**config.mk**
```make
export PLATFORM = sky130hd
export DESIGN_NAME = testport_write_capture_flat
export DESIGN_NICKNAME = d
export VERILOG_FILES = /design/src/rtl/testport_write_capture_if.sv /design/src/rtl/testport_write_capture.sv /design/src/flat_wrapper.sv
export SDC_FILE = /design/constraint.sdc
export NUM_CORES = 1
export LEC_CHECK = 0
export CORE_AREA = 2 2 156 158
export DETAILED_ROUTE_END_ITERATION = 10
export DIE_AREA = 0 0 158 160
export GPL_TIMING_DRIVEN = 1
export HOLD_SLACK_MARGIN = 0.03
export PLACE_DENSITY = 0.77
export SLEW_MARGIN = 10
export SYNTH_ARGS = -nofsm -noshare
export SYNTH_HDL_FRONTEND = slang
export SYNTH_SLANG_ARGS = --single-unit
```
**constraint.sdc**
```tcl
create_clock -name clk -period 6 [get_ports clk]
set_clock_uncertainty 0.2 [all_clocks]
set_input_delay 1.2 -clock clk [delete_from_list [all_inputs] [get_ports clk]]
set_output_delay 1.2 -clock clk [all_outputs]
set_load 0.03 [all_outputs]
```
**src/rtl/testport_write_capture_if.sv**
```systemverilog
// Bus bundle for the test-port write capture block: the data-memory write bus in, the FIFO and run status out.
// out_stamp exists only when TPCAP_STAMP_EN is defined.
interface testport_write_capture_if;
  logic [29:0] mem_addr;
  logic [31:0] mem_wdata;
  logic        mem_wen;
  logic        out_valid;
  logic [31:0] out_data;
  logic        out_ready;
  logic [1:0]  run_state;
  logic [15:0] duration;
  logic        overflow;
`ifdef TPCAP_STAMP_EN
  logic [15:0] out_stamp;
`endif

`ifdef TPCAP_STAMP_EN
  modport master (output mem_addr, mem_wdata, mem_wen, out_ready,
                  input  out_valid, out_data, run_state, duration, overflow, out_stamp);
  modport slave  (input  mem_addr, mem_wdata, mem_wen, out_ready,
                  output out_valid, out_data, run_state, duration, overflow, out_stamp);
`else
  modport master (output mem_addr, mem_wdata, mem_wen, out_ready,
                  input  out_valid, out_data, run_state, duration, overflow);
  modport slave  (input  mem_addr, mem_wdata, mem_wen, out_ready,
                  output out_valid, out_data, run_state, duration, overflow);
`endif
endinterface

```
**src/rtl/testport_write_capture.sv**
```systemverilog
// Captures test-port stores (one event per wen burst), byte-swaps them, frames runs by BEGIN/END symbols
// and queues words in a FIFO with a registered head. Optional per-word duration stamps: TPCAP_STAMP_EN.
module testport_write_capture #(
  parameter logic [29:0] TEST_ADDR = 30'hFF,
  parameter logic [31:0] BEGIN_SYM = 32'h00000168,
  parameter logic [31:0] END_SYM   = 32'hFFFFFD5D,
  parameter int          DEPTH     = 8
) (
  input logic clk,
  input logic rst,
  testport_write_capture_if.slave bus
);
  localparam int AW = $clog2(DEPTH);
  localparam logic [AW:0] FULL_CNT = (AW+1)'(DEPTH);

  typedef enum logic [1:0] {IDLE = 2'd0, CAPTURE = 2'd1, DONE = 2'd2} state_t;

  state_t      state, state_nxt;
  logic        armed, evt, push_req, push, pop, full;
  logic [31:0] sw, head_nxt;
  logic [15:0] duration;
  logic [31:0] mem [DEPTH];
  logic [AW-1:0] wptr, rptr, rptr_nxt;
  logic [AW:0]   count, count_nxt;

  assign sw  = {bus.mem_wdata[7:0], bus.mem_wdata[15:8], bus.mem_wdata[23:16], bus.mem_wdata[31:24]};
  assign evt = armed && bus.mem_wen && (bus.mem_addr == TEST_ADDR);

  // A stall-held store keeps wen high; only its first cycle counts.
  always_ff @(posedge clk or negedge rst)
    if (!rst) armed <= 1'b1;
    else      armed <= !bus.mem_wen;

  always_ff @(posedge clk or negedge rst)
    if (!rst) state <= IDLE;
    else      state <= state_nxt;

  always_comb begin
    state_nxt = state;
    push_req  = 1'b0;
    case (state)
      IDLE:    if (evt && sw == BEGIN_SYM) state_nxt = CAPTURE;
      CAPTURE: if (evt) begin
                 push_req = 1'b1;
                 if (sw == END_SYM) state_nxt = DONE;
               end
      default: state_nxt = state;
    endcase
  end

  always_ff @(posedge clk or negedge rst)
    if (!rst)                                    duration <= '0;
    else if (state == IDLE && state_nxt == CAPTURE) duration <= '0;
    else if (state == CAPTURE && duration != 16'hFFFF) duration <= duration + 16'd1;

  assign full      = (count == FULL_CNT);
  assign pop       = bus.out_valid && bus.out_ready;
  assign push      = push_req && (!full || pop);
  assign count_nxt = count + (AW+1)'(push) - (AW+1)'(pop);
  assign rptr_nxt  = pop ? rptr + AW'(1) : rptr;
  // The new head is the word being written only when it lands in the slot about to be read.
  assign head_nxt  = (push && wptr == rptr_nxt) ? sw : mem[rptr_nxt];

  always_ff @(posedge clk)
    if (push) mem[wptr] <= sw;

  always_ff @(posedge clk or negedge rst)
    if (!rst) begin
      wptr         <= '0;
      rptr         <= '0;
      count        <= '0;
      bus.out_data <= '0;
      bus.overflow <= 1'b0;
    end else begin
      if (push) wptr <= wptr + AW'(1);
      rptr  <= rptr_nxt;
      count <= count_nxt;
      if (count_nxt != '0) bus.out_data <= head_nxt;
      if (push_req && full && !pop) bus.overflow <= 1'b1;
    end

`ifdef TPCAP_STAMP_EN
  logic [15:0] stamp_mem [DEPTH];
  logic [15:0] stamp_nxt;

  assign stamp_nxt = (push && wptr == rptr_nxt) ? duration : stamp_mem[rptr_nxt];

  always_ff @(posedge clk)
    if (push) stamp_mem[wptr] <= duration;

  always_ff @(posedge clk or negedge rst)
    if (!rst)                 bus.out_stamp <= '0;
    else if (count_nxt != '0) bus.out_stamp <= stamp_nxt;
`endif

  assign bus.out_valid = (count != '0);
  assign bus.run_state = state;
  assign bus.duration  = duration;
endmodule
```
**src/flat_wrapper.sv**
```systemverilog
// flat-port wrapper written by rule: the top's interface ports become plain ports
module testport_write_capture_flat 
#(
  parameter logic [29:0] TEST_ADDR = 30'hFF,
  parameter logic [31:0] BEGIN_SYM = 32'h00000168,
  parameter logic [31:0] END_SYM   = 32'hFFFFFD5D,
  parameter int          DEPTH     = 8
)
  (clk, rst, bus_mem_addr, bus_mem_wdata, bus_mem_wen, bus_out_ready, bus_out_valid, bus_out_data, bus_run_state, bus_duration, bus_overflow);
  testport_write_capture_if bus_i ();
  input logic clk;
  input logic rst;
  input wire logic [$bits(bus_i.mem_addr)-1:0] bus_mem_addr;
  input wire logic [$bits(bus_i.mem_wdata)-1:0] bus_mem_wdata;
  input wire logic [$bits(bus_i.mem_wen)-1:0] bus_mem_wen;
  input wire logic [$bits(bus_i.out_ready)-1:0] bus_out_ready;
  output wire logic [$bits(bus_i.out_valid)-1:0] bus_out_valid;
  output wire logic [$bits(bus_i.out_data)-1:0] bus_out_data;
  output wire logic [$bits(bus_i.run_state)-1:0] bus_run_state;
  output wire logic [$bits(bus_i.duration)-1:0] bus_duration;
  output wire logic [$bits(bus_i.overflow)-1:0] bus_overflow;
  assign bus_i.mem_addr = bus_mem_addr;
  assign bus_i.mem_wdata = bus_mem_wdata;
  assign bus_i.mem_wen = bus_mem_wen;
  assign bus_i.out_ready = bus_out_ready;
  assign bus_out_valid = bus_i.out_valid;
  assign bus_out_data = bus_i.out_data;
  assign bus_run_state = bus_i.run_state;
  assign bus_duration = bus_i.duration;
  assign bus_overflow = bus_i.overflow;
  testport_write_capture #(.TEST_ADDR(TEST_ADDR), .BEGIN_SYM(BEGIN_SYM), .END_SYM(END_SYM), .DEPTH(DEPTH)) u_core (.clk(clk), .rst(rst), .bus(bus_i));
endmodule
```
# After elaboration in Yosys (flattened, before gate mapping)
# Memory sizes are Yosys's and may differ from the RTL's. A register that Yosys moved wholly into a read port is not among the register bits.
# Index checks and enable logic that the tools add are counted.
[op_classes] addsub=5 mul=0 div_mod_pow=0 order_cmp=0 eq_ne=7 n_shift=0 mux=11 bitwise=0 reduce_logical=18
[ops] op="32-bit equality test, second input constant" n=1
[ops] op="32-bit by 9-bit equality test with 1-bit output, second input constant" n=1
[ops] op="16-bit two-way mux" n=2
[ops] op="30-bit by 8-bit equality test with 1-bit output, second input constant" n=1
[ops] op="16-bit by 1-bit adder with 16-bit output, second input constant" n=1
[ops] op="16-bit != test, second input constant" n=1
[ops] op="1-bit logical AND" n=9
[ops] op="4-bit nonzero test" n=2
[ops] op="3-bit by 1-bit adder with 3-bit output, second input constant" n=2
[ops] op="2-bit two-way mux" n=3
[ops] op="4-bit by 1-bit adder with 4-bit output" n=1
[ops] op="2-bit by 1-bit equality test with 1-bit output, second input constant" n=2
[ops] op="4-bit equality test, second input constant" n=1
[ops] op="1-bit zero test" n=4
[ops] op="1-bit two-way mux" n=4
[ops] op="2-bit case mux with 2 select lines" n=1
[ops] op="4-bit by 1-bit subtractor with 4-bit output" n=1
[ops] op="3-bit two-way mux" n=1
[ops] op="2-bit zero test" n=1
[ops] op="2-bit nonzero test" n=1
[ops] op="1-bit logical OR" n=1
[word_totals] regBits=30 latchBits=0 ramBits=256 mem_bits_ro=0 elab_cells=49 memories=1
[memory_table] name="u_core.mem" words=8 width=32 rd=1 rd_ports_with_merged_regs=1 write_ports=1 line_no="testport_write_capture.sv:22" text="logic [31:0] mem [DEPTH];"

# Depth between registers and ports, before layout
[logic_depth] depth_word=8 mapped_depth=18

# Least setup slack after synthesis
# OpenSTA, ideal clock, no wires.
[synth_path] path_type="input port to flip-flop" startpoint="input port bus_mem_addr[8]" endpoint="memory u_core.mem[2][0], enable pin" setup_time_ns=0.468 arrival_time_ns=5.025 required_ns=5.332 setup_slack_ns=0.307 cell_stages=5 cell_sequence="or4_4 > nor4_4 > nand4_2 > or2_2 > nor3b_1"
[synth_via] elab_chain_cells=7
[synth_rtl] element="start: declaration" line_no="flat_wrapper.sv:13" text="input wire logic [$bits(bus_i.mem_addr)-1:0] bus_mem_addr;"
[synth_rtl] element="30-bit by 8-bit equality test with 1-bit output" line_no="testport_write_capture.sv:27" text="assign evt = armed && bus.mem_wen && (bus.mem_addr == TEST_ADDR);"
[synth_rtl] element="1-bit logical AND" line_no="testport_write_capture.sv:27"
[synth_rtl] element="1-bit two-way mux" line_no="testport_write_capture.sv:43" text="CAPTURE: if (evt) begin"
[synth_rtl] element="1-bit two-way mux" line_no="testport_write_capture.sv:41" text="case (state)"
[synth_rtl] element="1-bit logical AND" line_no="testport_write_capture.sv:58" text="assign push = push_req && (!full || pop);"
[synth_rtl] element="1-bit two-way mux" line_no="testport_write_capture.sv:65" text="if (push) mem[wptr] <= sw;"
[synth_rtl] element="1-bit two-way mux (implied by the code)" line_no="testport_write_capture.sv:65"
[synth_rtl] element="end: declaration" line_no="testport_write_capture.sv:22"
# Every way passes these cells.

# Final worst setup path
[layout_path] startpoint="input port bus_mem_addr[8]" endpoint="register u_core.bus.out_data[6], read port of u_core.mem"
[layout_via] elab_chain_cells=8
[layout_rtl] element="30-bit by 8-bit equality test with 1-bit output" line_no="testport_write_capture.sv:27"
[layout_rtl] element="1-bit logical AND" line_no="testport_write_capture.sv:27"
[layout_rtl] element="1-bit two-way mux" line_no="testport_write_capture.sv:43"
[layout_rtl] element="1-bit two-way mux" line_no="testport_write_capture.sv:41"
[layout_rtl] element="1-bit logical AND" line_no="testport_write_capture.sv:58"
[layout_rtl] element="4-bit by 1-bit adder with 4-bit output" line_no="testport_write_capture.sv:59" text="assign count_nxt = count + (AW+1)'(push) - (AW+1)'(pop);"
[layout_rtl] element="4-bit by 1-bit subtractor with 4-bit output" line_no="testport_write_capture.sv:59"
[layout_rtl] element="net u_core.count_nxt[2]" line_no="testport_write_capture.sv:24" text="logic [AW:0] count, count_nxt;"
[layout_rtl] element="4-bit nonzero test" line_no="testport_write_capture.sv:78" text="if (count_nxt != '0) bus.out_data <= head_nxt;"
[layout_rtl] element="end: declaration" line_no="testport_write_capture_if.sv:26" text="output out_valid, out_data, run_state, duration, overflow);"
# The timed path passes the listed nets, and every way through them passes these cells.
# A chain may end at the register's enable or synchronous reset.

==> results.py <==
metrics = {
    "flow_run": {
        "maximum_capacitance_violations": 0,
    },
    "synth": {
        "synth_cell_type_count": 52,
        "synth_enable_flop_cells": 256,
        "syn_area_mm2": 0.0130,
        "yosys_warnings": 0,
        "synthesis.area_per_instance_um2": 15.8,
        "ffs_latches_synth": 318,
        "ys.flop_type": "sky130_fd_sc_hd__edfxtp_1",
        "seq_area_frac_synth": 0.709,
        "postSynth.asyncResetShare": 0.195,
        "synthCells": 826,
        "synth_fp_nets": 901,
    },
    "critical_path": {
        "critical_path_required_ps": 6210,
        "arrival_ps": 5050,
        "timing.critical_path.fanout_max": 19,
        "setup.worst_path.start_class": "primary input",
        "crit_path_end_kind": "flop",
        "worst-setup-path-type": "primary input to flop",
    },
    "floorplan": {
        "die_span_in_y_um": 160,
        "io-pin-count": 118,
        "die_width_um": 158,
        "core_region_area_mm2": 0.0238,
        "total_die_area_mm2": 0.0253,
        "initial_utilization": 0.547,
        "std_cell_rows": 57,
    },
    "detailed_routing": {
        "drt-wirelength-per-cell_um": 22.1,
        "post_drt_via_cell_ratio": 5.98,
        "route.final.wire_length_um": 28700,
        "first_pass_iters": 5,
        "detailedRoute.firstIterationViolations": 605,
        "post-route-drc-count": 0,
        "via_count": 7764,
        "ant_nets": 0,
    },
    "cts": {
        "cts-buffers-inserted": 31,
        "htreeDepth": 1,
        "cts.repair_timing.setup_buffer_count": 0,
        "clock-root-buffer": "sky130_fd_sc_hd__clkbuf_16",
        "clock_sinks": 318,
        "tritoncts": "done",
        "cts.path.max_buffers": 3,
        "clk-insertion-delay-late_ps": 550,
        "cts-hold-fix-buffers": 0,
        "path_clk_slew_ps": 60,
        "postCtsResizedCells": 0,
    },
    "power": {
        "leakage_power_nw": 5.29,
        "irDropWorstVdd_uv": 376,
        "cellPowerDensity_mw_per_mm2": 448,
    },
    "sta": {
        "maximum_achievable_frequency_mhz": 206,
        "period_needed_ps": 4850,
        "final_setup_violation_count": 0,
        "fin_crit_sh": 0.808,
        "hold_viol": 0,
        "setup_tns_final_ps": 0,
        "final_max_slew_viol_count": 0,
        "rsz0062_at_grt": "no",
        "timing.slew.headroom": 0.346,
        "tightestPinTransition_ps": 974,
    },
    "grt": {
        "pin_count_of_the_biggest_net_entering_global_routing": 130,
        "via_count_of_the_first_global_routing_pass": 7882,
        "number_of_antenna_violations_at_the_first_check_in_global_routing": 1,
        "grt_util_all_layers": 0.230,
        "grt_pass1_wl_um": 44400,
        "grt-ovfl-total": 0,
    },
    "finish": {
        "fin_nets": 1024,
        "design_area_final_mm2": 0.0156,
        "flow.area_growth_from_synthesis_pct": 19.9,
        "drive_above_1_share": 0.157,
    },
    "placement": {
        "place.detailed.hpwl_um": 16100,
        "globalplace.congestion": 0.774,
        "postPlaceCellArea_mm2": 0.0146,
        "io_buffer_count": 117,
    },
    "outcome": {
        "run_status": "finished clean",
    },
    "hold_path": {
        "worstHoldPathType": "flop to flop",
    },
}
==> registers in the layout (all words and copies together) (netlist names) <==
signal,flops
u_core.wptr,3
u_core.bus.run_state,2
u_core.bus.duration,16
u_core.armed,1
u_core.mem,256
u_core.bus.overflow,1
u_core.bus.out_data,32
u_core.count,4
u_core.rptr,3
==> worst paths after layout <==
kind / to / slack, ps / cells after the start / startpoint
min reg2reg: u_core.bus.overflow / 280 / 1 / u_core.bus.overflow
max reg2reg: u_core.bus.out_data[6] / 2060 / 15 / u_core.bus.run_state[0]
max: u_core.bus.out_data[6] / 1150 / 17 / bus_mem_addr[8]
min in group asynchronous: u_core.bus.duration[14] / 640 / 2 / rst
min: u_core.bus.overflow / 280 / 1 / u_core.bus.overflow
max in group asynchronous: u_core.bus.out_data[6] / 4380 / 2 / rst
==> placed cells by master, fill, tap and decap left out, types with 5 or more instances in the layout <==
cell type / instances
sky130_fd_sc_hd__mux2i_1: 65
sky130_fd_sc_hd__xnor2_1: 10
sky130_fd_sc_hd__nand2_1: 48
sky130_fd_sc_hd__dfrtp_1: 61
sky130_fd_sc_hd__clkinv_2: 6
sky130_fd_sc_hd__nor2_1: 18
sky130_fd_sc_hd__o221ai_1: 32
sky130_fd_sc_hd__ha_1: 8
sky130_fd_sc_hd__clkbuf_16: 31
sky130_fd_sc_hd__nand3_1: 43
sky130_fd_sc_hd__clkdlybuf4s50_1: 116
sky130_fd_sc_hd__o211ai_1: 32
sky130_fd_sc_hd__and2_1: 5
sky130_fd_sc_hd__buf_4: 17
sky130_fd_sc_hd__clkbuf_1: 8
sky130_fd_sc_hd__inv_1: 15
sky130_fd_sc_hd__nor4_1: 11
sky130_fd_sc_hd__a22oi_1: 32
sky130_fd_sc_hd__xor2_1: 11
sky130_fd_sc_hd__mux2_2: 65
sky130_fd_sc_hd__nand4_1: 10
sky130_fd_sc_hd__edfxtp_1: 256
==> through the flow <==
step / hold slack [ps] / std cells / setup WS (ps) / util / power [mW]
finish: 283 / 1299 / 1150 / 0.656 / 7.01
global route: 329 / 1299 / 872 / 0.656 / 7.32
CTS: 292 / 1298 / 1180 / 0.656 / 7.05
detailed placement: 274 / 1240 / 629 / 0.614 / 5.15
global placement: 270 / 1240 / 788 / 0.614 / 5.07
floorplan: 324 / 826 / 307 / - / 4.34
==> routing by layer <==
metal / global-route usage / share of wire / vias to the layer above
li1: - / - / 3482
met1: 0.326 / 0.42 / 3983
met2: 0.382 / 0.51 / 260
met3: 0.0339 / 0.058 / 39
met4: 0.0500 / 0.013 / 0
met5: 0 / 0 / -
==> synth_stat cells (all sizes together), types with 2 or more instances <==
cell / count / area share
a21oi: 2 / 0.00077
and4: 2 / 0.0013
nand4bb: 2 / 0.0017
nand4b: 3 / 0.0020
a22oi: 32 / 0.018
nor4b: 3 / 0.0020
o211ai: 32 / 0.018
mux2i: 65 / 0.050
xor2: 11 / 0.0074
nand4: 11 / 0.0058
mux2: 65 / 0.056
nor3: 3 / 0.0012
nand2: 50 / 0.014
nor4bb: 3 / 0.0023
and2: 5 / 0.0024
inv: 16 / 0.0046
o221ai: 32 / 0.022
a211oi: 2 / 0.0015
edfxtp: 256 / 0.59
or2: 2 / 0.00096
a21o: 2 / 0.0012
xnor2: 10 / 0.0067
nor2b: 4 / 0.0019
nor3b: 6 / 0.0035
nor4: 13 / 0.0085
nor2: 21 / 0.0060
and3: 4 / 0.0019
buf: 21 / 0.0091
dfrtp: 61 / 0.12
ha: 8 / 0.0077
clkbuf: 24 / 0.0069
nand3: 43 / 0.017
==> power breakdown <==
part / switching [mW] / internal [mW] / total, mW
registers: 0.119 / 2.55 / 2.67
logic: 1.40 / 1.02 / 2.43
clock network: 0.784 / 1.13 / 1.91
==> worst max-delay path: stages <==
cell and delay, ps:
sky130_fd_sc_hd__clkdlybuf4s50_1 410, sky130_fd_sc_hd__or4_4 550, sky130_fd_sc_hd__nor4_4 330, sky130_fd_sc_hd__nand4_2 230, sky130_fd_sc_hd__inv_1 190, sky130_fd_sc_hd__nand2_1 70
sky130_fd_sc_hd__nand2_1 70, sky130_fd_sc_hd__ha_1 160, sky130_fd_sc_hd__inv_1 60, sky130_fd_sc_hd__fa_1 400, sky130_fd_sc_hd__xor2_1 180, sky130_fd_sc_hd__inv_1 90
sky130_fd_sc_hd__nor4b_2 240, sky130_fd_sc_hd__buf_4 270, sky130_fd_sc_hd__or2_1 150, sky130_fd_sc_hd__buf_4 280, sky130_fd_sc_hd__o211ai_1 160
==> cells by family (layout without fill, tap and decap cells) <==
logic type	Yosys count	in the layout	share of synthesized area
flip-flops	318	318	0.709
AND/OR/NAND/NOR	179	179	0.0751
multiplexers	130	130	0.106
AO/OA/AOI/OAI	108	108	0.0660
buffers and inverters	61	209	0.0206
XOR/XNOR	21	21	0.0141
adder cells (fa/ha/maj)	9	9	0.00922
other	0	1	0
==> cell type report <==
type	count	area, um^2
antenna	1	2.50
clock buffer	43	861
clock inverter	15	155
fill	1717	8190
inverter	16	60.1
multi-input combinational	447	3600
sequential	318	9240
tap	324	405
timing repair buffer	135	1310
Power figures use the tool's default switching activity.
